==> config.mk <==
export PLATFORM = sky130hd
export DESIGN_NAME = mem_access_ctrl_flat
export DESIGN_NICKNAME = d
export VERILOG_FILES = /design/src/rtl/mem_access_ctrl_if.sv /design/src/rtl/mem_access_ctrl.sv /design/src/flat_wrapper.sv
export SDC_FILE = /design/constraint.sdc
export NUM_CORES = 1
export LEC_CHECK = 0
export BUFFER_PORTS_ARGS = -buffer_cell sky130_fd_sc_hd__buf_2
export CORE_MARGIN = 5
export CORE_UTILIZATION = 37
export CTS_CLUSTER_SIZE = 14
export DETAILED_ROUTE_END_ITERATION = 8
export PLACE_DENSITY = 0.86
export SLEW_MARGIN = 10
export SYNTH_ARGS = -nofsm -noshare
export SYNTH_HDL_FRONTEND = slang
export SYNTH_SLANG_ARGS = --single-unit
==> constraint.sdc <==
create_clock -name clk -period 1.8 [get_ports clk]
set_input_delay 0.27 -clock clk [delete_from_list [all_inputs] [get_ports clk]]
set_output_delay 0.27 -clock clk [all_outputs]
set_load 0.02 [all_outputs]
==> src/rtl/mem_access_ctrl_if.sv <==
// Data-memory bus between the MEM-stage controller (master) and a
// multi-cycle data memory (slave).
interface mem_access_ctrl_if #(
  parameter int DATA_W = 16
);
  logic [DATA_W-1:0] mem_addr;
  logic [DATA_W-1:0] mem_wdata;
  logic              mem_rd;
  logic              mem_wr;
  logic [DATA_W-1:0] mem_rdata;
  logic              mem_done;
  logic              mem_err;

  modport master (
    output mem_addr, mem_wdata, mem_rd, mem_wr,
    input  mem_rdata, mem_done, mem_err
  );

  modport slave (
    input  mem_addr, mem_wdata, mem_rd, mem_wr,
    output mem_rdata, mem_done, mem_err
  );
endinterface

==> src/rtl/mem_access_ctrl.sv <==
// MEM stage: issues data-memory accesses from EX/MEM, stalls the front of the
// pipeline while an access is outstanding, and registers the MEM/WB outputs.
module mem_access_ctrl #(
  parameter int DATA_W   = 16,
  parameter int SEL_W    = 3,
  parameter int MAX_WAIT = 31
) (
  input  logic                 clk,
  input  logic                 rst,
  input  logic [DATA_W-1:0]    aluResult_XM,
  input  logic [DATA_W-1:0]    readData2_XM,
  input  logic [DATA_W-1:0]    pc_plus_2_XM,
  input  logic                 memRead_XM,
  input  logic                 memWrite_XM,
  input  logic                 memToReg_XM,
  input  logic                 regWrite_XM,
  input  logic                 writeR7_XM,
  input  logic                 HALT_XM,
  input  logic [SEL_W-1:0]     writeRegSel_XM,
  mem_access_ctrl_if.master    mem,
  output logic                 stall_M,
  output logic [DATA_W-1:0]    memData_MW,
  output logic [DATA_W-1:0]    aluResult_MW,
  output logic [DATA_W-1:0]    pc_plus_2_MW,
  output logic                 memToReg_MW,
  output logic                 regWrite_MW,
  output logic                 writeR7_MW,
  output logic                 HALT_MW,
  output logic [SEL_W-1:0]     writeRegSel_MW,
  output logic                 err
);

  localparam int CNT_W = (MAX_WAIT < 1) ? 1 : $clog2(MAX_WAIT + 1);
  localparam logic [CNT_W-1:0] MAX_CNT = CNT_W'(MAX_WAIT);

  typedef enum logic {S_IDLE, S_WAIT} state_t;

  state_t            state;
  logic [CNT_W-1:0]  wait_cnt;

  logic              req;
  logic              aligned;
  logic              in_wait;
  logic              issue;
  logic              misalign;
  logic              timeout;
  logic              done_ok;
  logic              acc_fail;
  logic              rd_ok;
  logic [DATA_W-1:0] rd_data;

  // Both strobes set is a write; a read result is only kept for a clean load.
  always_comb begin
    req      = (memRead_XM | memWrite_XM) & ~HALT_XM;
    aligned  = ~aluResult_XM[0];
    in_wait  = (state == S_WAIT);
    issue    = rst & (state == S_IDLE) & req & aligned;
    misalign = rst & (state == S_IDLE) & req & ~aligned;
    timeout  = rst & in_wait & ~mem.mem_done & (wait_cnt == MAX_CNT);
    done_ok  = mem.mem_done & (issue | (rst & in_wait));
    acc_fail = misalign | timeout | (done_ok & mem.mem_err);
    rd_ok    = done_ok & ~mem.mem_err & ~memWrite_XM;
    rd_data  = rd_ok ? mem.mem_rdata : '0;
    stall_M  = (issue & ~mem.mem_done) |
               (rst & in_wait & ~mem.mem_done & (wait_cnt != MAX_CNT));
  end

  assign mem.mem_addr  = aluResult_XM;
  assign mem.mem_wdata = readData2_XM;
  assign mem.mem_rd    = issue & ~memWrite_XM;
  assign mem.mem_wr    = issue & memWrite_XM;

  // FSM, wait counter, sticky error and MEM/WB register
  always_ff @(posedge clk or negedge rst) begin
    if (!rst) begin
      state          <= S_IDLE;
      wait_cnt       <= '0;
      err            <= 1'b0;
      memData_MW     <= '0;
      aluResult_MW   <= '0;
      pc_plus_2_MW   <= '0;
      memToReg_MW    <= 1'b0;
      regWrite_MW    <= 1'b0;
      writeR7_MW     <= 1'b0;
      HALT_MW        <= 1'b0;
      writeRegSel_MW <= '0;
    end else begin
      case (state)
        S_IDLE: begin
          if (issue && !mem.mem_done) begin
            state    <= S_WAIT;
            wait_cnt <= CNT_W'(1);
          end
        end
        S_WAIT: begin
          if (mem.mem_done || timeout) begin
            state    <= S_IDLE;
            wait_cnt <= '0;
          end else begin
            wait_cnt <= wait_cnt + 1'b1;
          end
        end
        default: begin
          state    <= S_IDLE;
          wait_cnt <= '0;
        end
      endcase

      if (acc_fail) err <= 1'b1;

      if (stall_M) begin
        memData_MW     <= '0;
        aluResult_MW   <= '0;
        pc_plus_2_MW   <= '0;
        memToReg_MW    <= 1'b0;
        regWrite_MW    <= 1'b0;
        writeR7_MW     <= 1'b0;
        HALT_MW        <= 1'b0;
        writeRegSel_MW <= '0;
      end else begin
        memData_MW     <= rd_data;
        aluResult_MW   <= aluResult_XM;
        pc_plus_2_MW   <= pc_plus_2_XM;
        memToReg_MW    <= memToReg_XM;
        regWrite_MW    <= regWrite_XM & ~acc_fail;
        writeR7_MW     <= writeR7_XM;
        HALT_MW        <= HALT_XM;
        writeRegSel_MW <= writeRegSel_XM;
      end
    end
  end

endmodule
==> src/flat_wrapper.sv <==
// flat-port wrapper written by rule: the top's interface ports become plain ports
module mem_access_ctrl_flat 
#(
  parameter int DATA_W   = 16,
  parameter int SEL_W    = 3,
  parameter int MAX_WAIT = 31
)
  (clk, rst, aluResult_XM, readData2_XM, pc_plus_2_XM, memRead_XM, memWrite_XM, memToReg_XM, regWrite_XM, writeR7_XM, HALT_XM, writeRegSel_XM, stall_M, memData_MW, aluResult_MW, pc_plus_2_MW, memToReg_MW, regWrite_MW, writeR7_MW, HALT_MW, writeRegSel_MW, err, mem_mem_addr, mem_mem_wdata, mem_mem_rd, mem_mem_wr, mem_mem_rdata, mem_mem_done, mem_mem_err);
  mem_access_ctrl_if #(.DATA_W(DATA_W)) mem_i ();
  input  logic clk;
  input  logic rst;
  input  logic [DATA_W-1:0] aluResult_XM;
  input  logic [DATA_W-1:0] readData2_XM;
  input  logic [DATA_W-1:0] pc_plus_2_XM;
  input  logic memRead_XM;
  input  logic memWrite_XM;
  input  logic memToReg_XM;
  input  logic regWrite_XM;
  input  logic writeR7_XM;
  input  logic HALT_XM;
  input  logic [SEL_W-1:0] writeRegSel_XM;
  output logic stall_M;
  output logic [DATA_W-1:0] memData_MW;
  output logic [DATA_W-1:0] aluResult_MW;
  output logic [DATA_W-1:0] pc_plus_2_MW;
  output logic memToReg_MW;
  output logic regWrite_MW;
  output logic writeR7_MW;
  output logic HALT_MW;
  output logic [SEL_W-1:0] writeRegSel_MW;
  output logic err;
  output wire logic [$bits(mem_i.mem_addr)-1:0] mem_mem_addr;
  output wire logic [$bits(mem_i.mem_wdata)-1:0] mem_mem_wdata;
  output wire logic [$bits(mem_i.mem_rd)-1:0] mem_mem_rd;
  output wire logic [$bits(mem_i.mem_wr)-1:0] mem_mem_wr;
  input wire logic [$bits(mem_i.mem_rdata)-1:0] mem_mem_rdata;
  input wire logic [$bits(mem_i.mem_done)-1:0] mem_mem_done;
  input wire logic [$bits(mem_i.mem_err)-1:0] mem_mem_err;
  assign mem_mem_addr = mem_i.mem_addr;
  assign mem_mem_wdata = mem_i.mem_wdata;
  assign mem_mem_rd = mem_i.mem_rd;
  assign mem_mem_wr = mem_i.mem_wr;
  assign mem_i.mem_rdata = mem_mem_rdata;
  assign mem_i.mem_done = mem_mem_done;
  assign mem_i.mem_err = mem_mem_err;
  mem_access_ctrl #(.DATA_W(DATA_W), .SEL_W(SEL_W), .MAX_WAIT(MAX_WAIT)) u_core (.clk(clk), .rst(rst), .aluResult_XM(aluResult_XM), .readData2_XM(readData2_XM), .pc_plus_2_XM(pc_plus_2_XM), .memRead_XM(memRead_XM), .memWrite_XM(memWrite_XM), .memToReg_XM(memToReg_XM), .regWrite_XM(regWrite_XM), .writeR7_XM(writeR7_XM), .HALT_XM(HALT_XM), .writeRegSel_XM(writeRegSel_XM), .mem(mem_i), .stall_M(stall_M), .memData_MW(memData_MW), .aluResult_MW(aluResult_MW), .pc_plus_2_MW(pc_plus_2_MW), .memToReg_MW(memToReg_MW), .regWrite_MW(regWrite_MW), .writeR7_MW(writeR7_MW), .HALT_MW(HALT_MW), .writeRegSel_MW(writeRegSel_MW), .err(err));
endmodule
# ---- Yosys cells after proc, flatten, opt, wreduce, memory -nomap -nowiden
# Index checks and enable logic that the tools add are counted.
dict set report word_totals {
  regBits 62
  out_inout_bits 91
  in_bits 77
  word_cells 62
}
dict set report classes {
  n_bitwise 29
  eq_ne 3
  n_reduce_logical 3
  n_addsub 1
  muxes 15
}
# operator count
set ops {}
lappend ops {{16-bit two-way mux} 4}
lappend ops {{1-bit AND} 17}
lappend ops {{5-bit two-way mux} 2}
lappend ops {{5-bit case mux with 2 select lines} 1}
lappend ops {{1-bit NOT} 7}
lappend ops {{1-bit two-way mux} 6}
lappend ops {{5-bit by 1-bit adder with 5-bit output (second input constant)} 1}
lappend ops {{5-bit == test (second input constant)} 1}
lappend ops {{5-bit inequality test (second input constant)} 1}
lappend ops {{1-bit OR} 5}
lappend ops {{3-bit two-way mux} 1}
lappend ops {{2-bit inequality test (second input constant)} 1}
lappend ops {{1-bit case mux with 2 select lines} 1}
lappend ops {{1-bit logical AND} 1}
lappend ops {{1-bit logical NOT} 1}
lappend ops {{1-bit logical OR} 1}

# ---- Logic depth before layout (Yosys ltp)
# Gate-level depths: netlist of run 1.
dict set report logic_depth {
  word_depth 11
  depth_mapped 6
  mapped_depth_nobuf 6
}

# ---- Worst setup path before layout of run 1
# Ideal clock, no wire load.
dict set report synth_timing {
  path_kind {register -> register}
  from {register u_core.wait_cnt[0]}
  to {register u_core.wait_cnt[3]}
  path_buffers 0
  synth_period_minus_slack_ns 1.976
  t_arrival_ns 1.894
  setup_ns 0.082
  slack_ns -0.176
  required_time_ns 1.718
  path_stages_with_launch 7
  cell_sequence {dfrtp_1 -> ha_1 -> and3_1 -> ha_1 -> a211oi_1 -> a41oi_1 -> a31oi_1}
}
dict set report synth_via {
  elab_chain_cells 5
  word_cells_on_any_way 6
  classes_between {add/sub: 1; eq/ne: 1; mux: 2; bitwise: 1; reduce/logical: 1}
}
# item line
set synth_lines {}
lappend synth_lines {{start: declaration} mem_access_ctrl.sv:39} ;# logic [CNT_W-1:0] wait_cnt;
lappend synth_lines {{start signal: assignment} mem_access_ctrl.sv:100} ;# wait_cnt <= wait_cnt + 1'b1;
lappend synth_lines {{branches (longest 3 deep; another with 5-bit by 1-bit adder with 5-bit output)} -}
lappend synth_lines {{5-bit two-way mux *} mem_access_ctrl.sv:96} ;# if (mem.mem_done || timeout) begin
lappend synth_lines {{5-bit case mux with 2 select lines *} mem_access_ctrl.sv:88} ;# case (state)
# Mark *: on every way between the ends.
# A chain may end at the register's enable or synchronous reset.

# ---- Worst setup path in the final report of run 1
dict set report layout_timing {
  from {register u_core.wait_cnt[1]}
  to {output port stall_M}
}
dict set report layout_via {
  elab_chain_cells 3
}
# item line
set layout_lines {}
lappend layout_lines {{5-bit inequality test} mem_access_ctrl.sv:65} ;# (rst & in_wait & ~mem.mem_done & (wait_cnt != MAX_CNT));
lappend layout_lines {{1-bit AND} mem_access_ctrl.sv:65}
lappend layout_lines {{1-bit OR} mem_access_ctrl.sv:64} ;# stall_M = (issue & ~mem.mem_done) |
lappend layout_lines {{end: declaration} flat_wrapper.sv:22} ;# output logic stall_M;
# Every way passes these cells.

==> impl_results.md, run 1 <==
* Die area at 0.00830 mm2
* Clock-pin slew on the worst setup and hold paths at 70 ps
* Hold_ws at 135 ps
* RR Endpoint: u_core.writeRegSel_MW[2]$_DFF_PN0_
* Core Box Area at 0.00639 mm2
* Worst-margin pin slew at 457 ps
* # diodes at 0
* Pint at 0.00239 W
* Reg-to-Reg Start: u_core.wait_cnt[1]$_DFFE_PN0P_
* Slowest cell on crit path: dfrtp_1
* Max-slew violation count at 0
* Violation count after the first detailed-route iteration at 39
* Synth Area in Compound Gates at 0.0499
* Final Power at 0.00330 W
* Final wirelength at 6.42 mm
* Max-cap viol count at 0
* Initial antenna violation count at 2
* # port buffers at 135
* First-pass GRT wire length at 9.82 mm
* Simple-Gate Fraction of Synth Area at 0.186
* CP Capture Type: primary output
* Area leader, netlist: dfrtp_1
* Combinational share of power at 0.175
* Critical path's largest stage delay at 400 ps
* H-tree depth at 3
* CP startpoint: u_core.wait_cnt[1]$_DFFE_PN0P_
* Unrepaired setup endpoints after global routing: yes
* Slew headroom at 0.695
* Max clock buf depth at 2
* Post-synthesis register bit count at 62
* Worst hold path type: in -> reg
* Clock sink count at 62
* VDD IR max at 485 uV
* Outcome: finished with violations
* DRC viols at 0
* WP data required at 1530 ps
* TritonCTS Buffers at 9
* Beginning of the worst hold path: mem_mem_rdata[6]
* CP startpoint kind: register
* FP Rows at 29
* Mapped Area at 0.00243 mm2
* Final setup viols at 40
* Clock share of power at 0.365
* Failing checks: negative setup slack
* Worst Reg2Reg Path Length in Cells at 9
* Vias in the first global route at 2010
* Reg2reg setup slack at -150 ps
* Min cycle time layout at 2010 ps
* Largest net degree at the start of global routing at 36
* Critical path class: reg -> out
* Die Ht at 91.1 um
* Psw at 0.000903 W
* Achievable frequency at 497 MHz
* Sequential Power Share at 0.460
* Gr usage total at 0.152
* Synth Area in Adders at 0.0103
* Clock latency on the worst-skew pair at 330 ps
* Fin. Hold Viols at 0
* Share of the synthesized area in the top cell type at 0.638
* DIE WIDTH at 91.1 um
* Setup crit end: stall_M
* DR WL/cell at 15.6 um
* Area growth syn-to-layout at 51.0%
* Final net count at 409
* Setup ws final at -212 ps
* Total grt overflow at 0
* Warning count from the yosys run at 0
* Pleak at 1.98 nW
* HPWL after detailed placement at 4.54 mm
* CTS tree: yes
* Pre-CTS setup slack at -114 ps
* Initial core utilization at 0.381
* Fraction of layout cells with a size suffix above 1 at 0.630
* Drt via density at 4.39
* Mux contribution to synthesized area at 0
* Num ports at 168
* CP cell instances: ha_2, and3_4, ha_4, o32ai_4, buf_6
* Mapped Cells at 191
* Drt pass-1 iters at 4
* Largest family of logic cells by synthesized area: simple AND/OR/NAND/NOR gates
* Post-Synthesis Net Count at 270
* Crit path max fanout at 2
* Post-Route Utilization at 0.575
* Worst path arrival time at 1740 ps
* Post-Syn Area per Cell at 12.7 um2
* Routability congestion estimate at 0.771
* Setup TNS at -4260 ps
* Sw frac at 0.274
* Clock skew at 9.46 ps
* DRT antenna net count at 0
* Post-Synth XOR/XNOR Area at 0
* Pwr/cell area at 898 mW/mm2
* Unique masters post-synth at 29
* Ranking of synthesized cells by area: dfrtp_1 (64%), buf_4 (9.9%), nor2b_1 (9.8%)
* Sequential area share after synthesis at 0.638
* Clk root buf: clkbuf_8
* Final worst-path cycle share at 1.12
* Total number of vias at 1810
## cells by family after synthesis
kind of cell / count (synthesis)
buffers and inverters: 40
DFF: 62
and+or+nand+nor: 73
AOI/OAI and AO/OA: 14
adders and majority gates: 2
## synthesized netlist by cell type
master and instances:
dfrtp_1 62, nor2b_1 38, buf_4 32, and2_1 17
nand2_1 4, nor2_1 4, buf_2 3, inv_1 3
nand2b_1 3, a21oi_1 2, a22o_1 2, a31oi_1 2
ha_1 2, or4_4 2, a211oi_1 1, a21o_1 1
a21oi_2 1, a311oi_1 1, a41oi_1 1, and3_1 1
and3b_1 1, buf_6 1, clkbuf_2 1, nand3_1 1
nor3b_1 1, nor4b_1 1, o21ai_0 1, o21bai_1 1
o32ai_4 1
## layout by cell type, fill, tap and decap left out, types with 2 or more instances in the layout
cell / count
buf_12: 4
nand2b_1: 3
buf_6: 6
a22o_1: 2
nor2_4: 2
or4_4: 2
nor2b_4: 19
buf_8: 3
clkbuf_8: 9
dfrtp_1: 62
inv_1: 3
a21oi_1: 2
nor2_1: 2
clkinv_4: 2
nor2b_1: 18
buf_4: 18
and2_1: 17
clkinv_2: 2
buf_2: 132
nand2_1: 4
a31oi_1: 2
## routing by layer
| layer | up-vias | global-route usage | wire length, um |
|---|---|---|---|
| li1 | 857 | - | - |
| met1 | 836 | 0.161 | 2270 |
| met2 | 93 | 0.253 | 3300 |
| met3 | 20 | 0.0769 | 683 |
| met4 | 4 | 0.0721 | 142 |
| met5 | - | 0 | 21 |
## flip-flops by register name, summed over array words and instances, names as in the netlist
name / flops
u_core.memData_MW: 16
u_core.writeR7_MW: 1
u_core.regWrite_MW: 1
u_core.HALT_MW: 1
u_core.in_wait: 1
u_core.aluResult_MW: 16
u_core.err: 1
u_core.pc_plus_2_MW: 16
u_core.memToReg_MW: 1
u_core.writeRegSel_MW: 3
u_core.wait_cnt: 5
## power groups by stage
stage / sequential (W) / combinational (W) / clock [W]
after floorplan: 0.00163 / 0.000213 / 0
after global placement: 0.00154 / 0.000456 / 0
after detailed placement: 0.00154 / 0.000470 / 0
after CTS: 0.00151 / 0.000536 / 0.00125
after global routing: 0.00152 / 0.000622 / 0.00132
final: 0.00152 / 0.000576 / 0.00120
## through the flow
| stage | cells | cell area, um2 |
|---|---|---|
| after detailed placement | 379 | 3040 |
| after CTS | 408 | 3510 |
| after floorplan | 191 | 2440 |
| final | 412 | 3670 |
| after global routing | 412 | 3670 |
| after global placement | 379 | 3040 |
## critical path, delay by kind of cell, from the launching register on
| family | cells | cell delay, ps |
|---|---|---|
| AND/OR/NAND/NOR | 1 | 180 |
| flip-flops | 1 | 400 |
| buffers and inverters | 1 | 170 |
| AO/OA/AOI/OAI | 1 | 310 |
| adder cells (fa/ha/maj) | 2 | 350 |
## area by class of cell
type	instances	area, um2
Fill cell	541	2710
Multi-Input combinational cell	89	791
Inverter	3	11.3
Clock buffer	9	124
Sequential cell	62	1550
Tap cell	77	96.3
Clock inverter	7	73.8
Timing Repair Buffer	165	1030
## worst min-delay path by stage
stage,endpoint,depth (start not counted)
floorplan,u_core.HALT_MW$_DFF_PN0_,0
CTS,u_core.memData_MW[6]$_DFF_PN0_,2
global route,u_core.memData_MW[6]$_DFF_PN0_,2
detailed placement,u_core.HALT_MW$_DFF_PN0_,2
global placement,u_core.aluResult_MW[1]$_DFF_PN0_,2
finish,u_core.memData_MW[6]$_DFF_PN0_,2
## repair_timing
item                       in CTS  in global routing
pin swaps                       2                  3
setup endpoints to repair      37                 44
hold endpoints to repair       27                  0
buffers inserted               10                  6
hold buffers                    1                  0
resized for setup              27                 33
cloned                          2                  0
(Power assumes the default switching activity.)
==> run 2: changes to the inputs <==
--- a/config.mk
+++ b/config.mk
@@ -10,6 +10,7 @@
 export CORE_UTILIZATION = 37
 export CTS_CLUSTER_SIZE = 14
 export DETAILED_ROUTE_END_ITERATION = 8
+export MAX_ROUTING_LAYER = met4
 export PLACE_DENSITY = 0.86
 export SLEW_MARGIN = 10
 export SYNTH_ARGS = -nofsm -noshare
==> run 2 against run 1 <==
Compared with the run above:
- the flow still finishes with violations (negative setup slack)
- critical path depth unchanged
- count of clock-buffer cells in the layout unchanged
- sequential share of layout area is 0.058 points lower
- combinational power barely moved
- critical endpoint unchanged
- largest power group unchanged
==> impl_results.md, run 2 (synthesis results as in run 1) <==
* # port buffers at 135 (unchanged)
* Footprint of the multi-input gates at 791 um2 (unchanged)
* Max-cap viol count at 0 (unchanged)
* Core Box Area at 0.00639 mm2 (unchanged)
* CP Capture Type: primary output
* Fill cells at 538 (-0.55%)
* Setup ws final at -211 ps (+1.29 ps)
* Final worst-path cycle share at 1.12 (about the same)
* Final net count at 409 (unchanged)
* Achievable frequency at 497 MHz (about the same)
* HPWL after detailed placement at 4.54 mm (unchanged)
* Max clock buf depth at 2 (unchanged)
* CP startpoint kind: register
* Pleak at 1.98 nW (about the same)
* Worst Reg2Reg Path Length in Cells at 9 (unchanged)
* DIE WIDTH at 91.1 um (unchanged)
* Sw frac at 0.273 (-0.00127)
* Fraction of layout cells with a size suffix above 1 at 0.630 (unchanged)
* Total grt overflow at 0 (unchanged)
* Crit path max fanout at 2 (unchanged)
* First-pass GRT wire length at 9.82 mm (unchanged)
* Reg2reg setup slack at -150 ps (about the same)
* Post-Route Utilization at 0.576 (+0.000784)
* Die area at 0.00830 mm2 (unchanged)
* Fin. Hold Viols at 0 (unchanged)
* Reg-to-Reg Start: u_core.wait_cnt[1]$_DFFE_PN0P_
* Initial antenna violation count at 2 (unchanged)
* Hold-critical path endpoint: u_core.memData_MW[6]$_DFF_PN0_
* Die Ht at 91.1 um (unchanged)
* Clock-pin slew on the worst setup and hold paths at 80 ps (about the same)
* VDD IR max at 479 uV (-1.2%)
* Failing checks: negative setup slack
* Pint at 0.00239 W (about the same)
* Most frequent cells in the layout: buf_2 (132), dfrtp_1 (62), nor2b_4 (19)
* Max-slew violation count at 0 (unchanged)
* Clock share of power at 0.364 (about the same)
* Sequential Power Share at 0.461 (about the same)
* Final wirelength at 6.37 mm (-0.76%)
* RR Endpoint: u_core.writeRegSel_MW[2]$_DFF_PN0_
* Pre-CTS setup slack at -114 ps (unchanged)
* Worst Hold Path Cells at 2 (unchanged)
* Fin cells at 414 (+0.49%)
* Pwr/cell area at 895 mW/mm2 (-0.31%)
* Worst hold path type: in -> reg
* Worst-margin pin slew at 455 ps (-1.45 ps)
* Reg area at 0.00155 mm2 (unchanged)
* Clock sink count at 62 (unchanged)
* CTS tree: yes
* Combinational share of power at 0.175 (about the same)
* Drt via density at 4.39 (-0.15%)
* Hold_ws at 140 ps (+4.16 ps)
* Largest net degree at the start of global routing at 36 (unchanged)
* Routability congestion estimate at 0.782 (+1.3%)
* TritonCTS Buffers at 9 (unchanged)
* Slew headroom at 0.696 (+0.000964)
* Final setup viols at 40 (unchanged)
* Total number of vias at 1816 (+0.33%)
* Unrepaired setup endpoints after global routing: yes
* DR WL/cell at 15.4 um (-1.2%)
* Num ports at 168 (unchanged)
* Outcome: finished with violations
* Initial core utilization at 0.381 (unchanged)
* WP data required at 1530 ps (about the same)
* Placed cell areas at 0.00304 mm2 (unchanged)
* Worst path arrival time at 1740 ps (about the same)
* Vias in the first global route at 2006 (-0.20%)
* Clock latency on the worst-skew pair at 330 ps (about the same)
* Drt pass-1 iters at 4 (unchanged)
* Beginning of the worst hold path: mem_mem_rdata[6]
* Clock skew at 10.3 ps (+0.851 ps)
* Area growth syn-to-layout at 51.2%
* Gr usage total at 0.156 (+0.00352)
* Violation count after the first detailed-route iteration at 50 (+28%)
* Clk root buf: clkbuf_8
* Min cycle time layout at 2010 ps (-1.29 ps)
* DRC viols at 0 (unchanged)
* Final design area excluding fillers at 0.00368 mm2 (+0.14%)
* Biggest regs: u_core.aluResult_MW x16, u_core.memData_MW x16, u_core.pc_plus_2_MW x16
* Dpl cells at 379 (unchanged)
* H-tree depth at 3 (unchanged)
* Most common cell after layout, fill and taps aside: buf_2
* FP Rows at 29 (unchanged)
* Critical path class: reg -> out
* Psw at 0.000898 W (-0.64%)
* DRT antenna net count at 0 (unchanged)
==> run 2: changes by cell type in the layout (fill, tap and decap cells not counted) <==
cell / before / now
diode_2: 0 / 2
==> run 2: metal layers <==
metal,up-vias,wire length (um),GRT usage
li1,862,-,-
met1,840,2280,0.162
met2,97,3300,0.254
met3,17,649,0.0612
met4,0,142,0.0831
met5,-,0,-
==> run 2: power groups by stage <==
stage	clock [W]	sequential [W]	combinational, W
after floorplan	0	0.00163	0.000213
after global placement	0	0.00154	0.000456
after detailed placement	0	0.00154	0.000470
after CTS	0.00125	0.00151	0.000536
after global routing	0.00131	0.00152	0.000621
final	0.00120	0.00152	0.000576
==> run 2: worst max path at each step <==
stage / start / end / slack, ps / cells after the start
floorplan: u_core.wait_cnt[0]$_DFFE_PN0P_ / stall_M / 7 / 5
global placement: u_core.wait_cnt[0]$_DFFE_PN0P_ / u_core.regWrite_MW$_DFF_PN0_ / -30 / 6
detailed placement: u_core.wait_cnt[0]$_DFFE_PN0P_ / u_core.regWrite_MW$_DFF_PN0_ / -110 / 6
CTS: u_core.wait_cnt[1]$_DFFE_PN0P_ / stall_M / -240 / 5
global route: u_core.wait_cnt[1]$_DFFE_PN0P_ / stall_M / -280 / 5
finish: u_core.wait_cnt[1]$_DFFE_PN0P_ / stall_M / -210 / 5
==> run 2: metrics by stage <==
stage,total power [W],TNS (ps)
floorplan,0.00184,0
global placement,0.00199,-29.6
detailed placement,0.00201,-1100
CTS,0.00330,-3980
global route,0.00346,-6810
finish,0.00329,-4490
==> run 2: area by class of cell <==
cell class | instances | area share
Tap cell | 77 | 0.0262
Sequential cell | 62 | 0.422
Clock inverter | 7 | 0.0201
Timing Repair Buffer | 165 | 0.279
Inverter | 3 | 0.00306
Antenna cell | 2 | 0.00136
Clock buffer | 9 | 0.0337
Multi-Input combinational cell | 89 | 0.215
==> run 2: repair_timing <==
item,CTS,global route
gates resized for setup,27,33
gates cloned,2,0
hold buffers,1,0
setup buffers,10,6
endpoints found under the hold margin,27,0
endpoints found under the setup margin,37,44
pin swaps,2,3
==> run 2: worst max-delay path: stages (launching register included) <==
cell	delay (ps)
dfrtp_1	400
ha_2	190
and3_4	190
ha_4	160
o32ai_4	320
buf_6	170
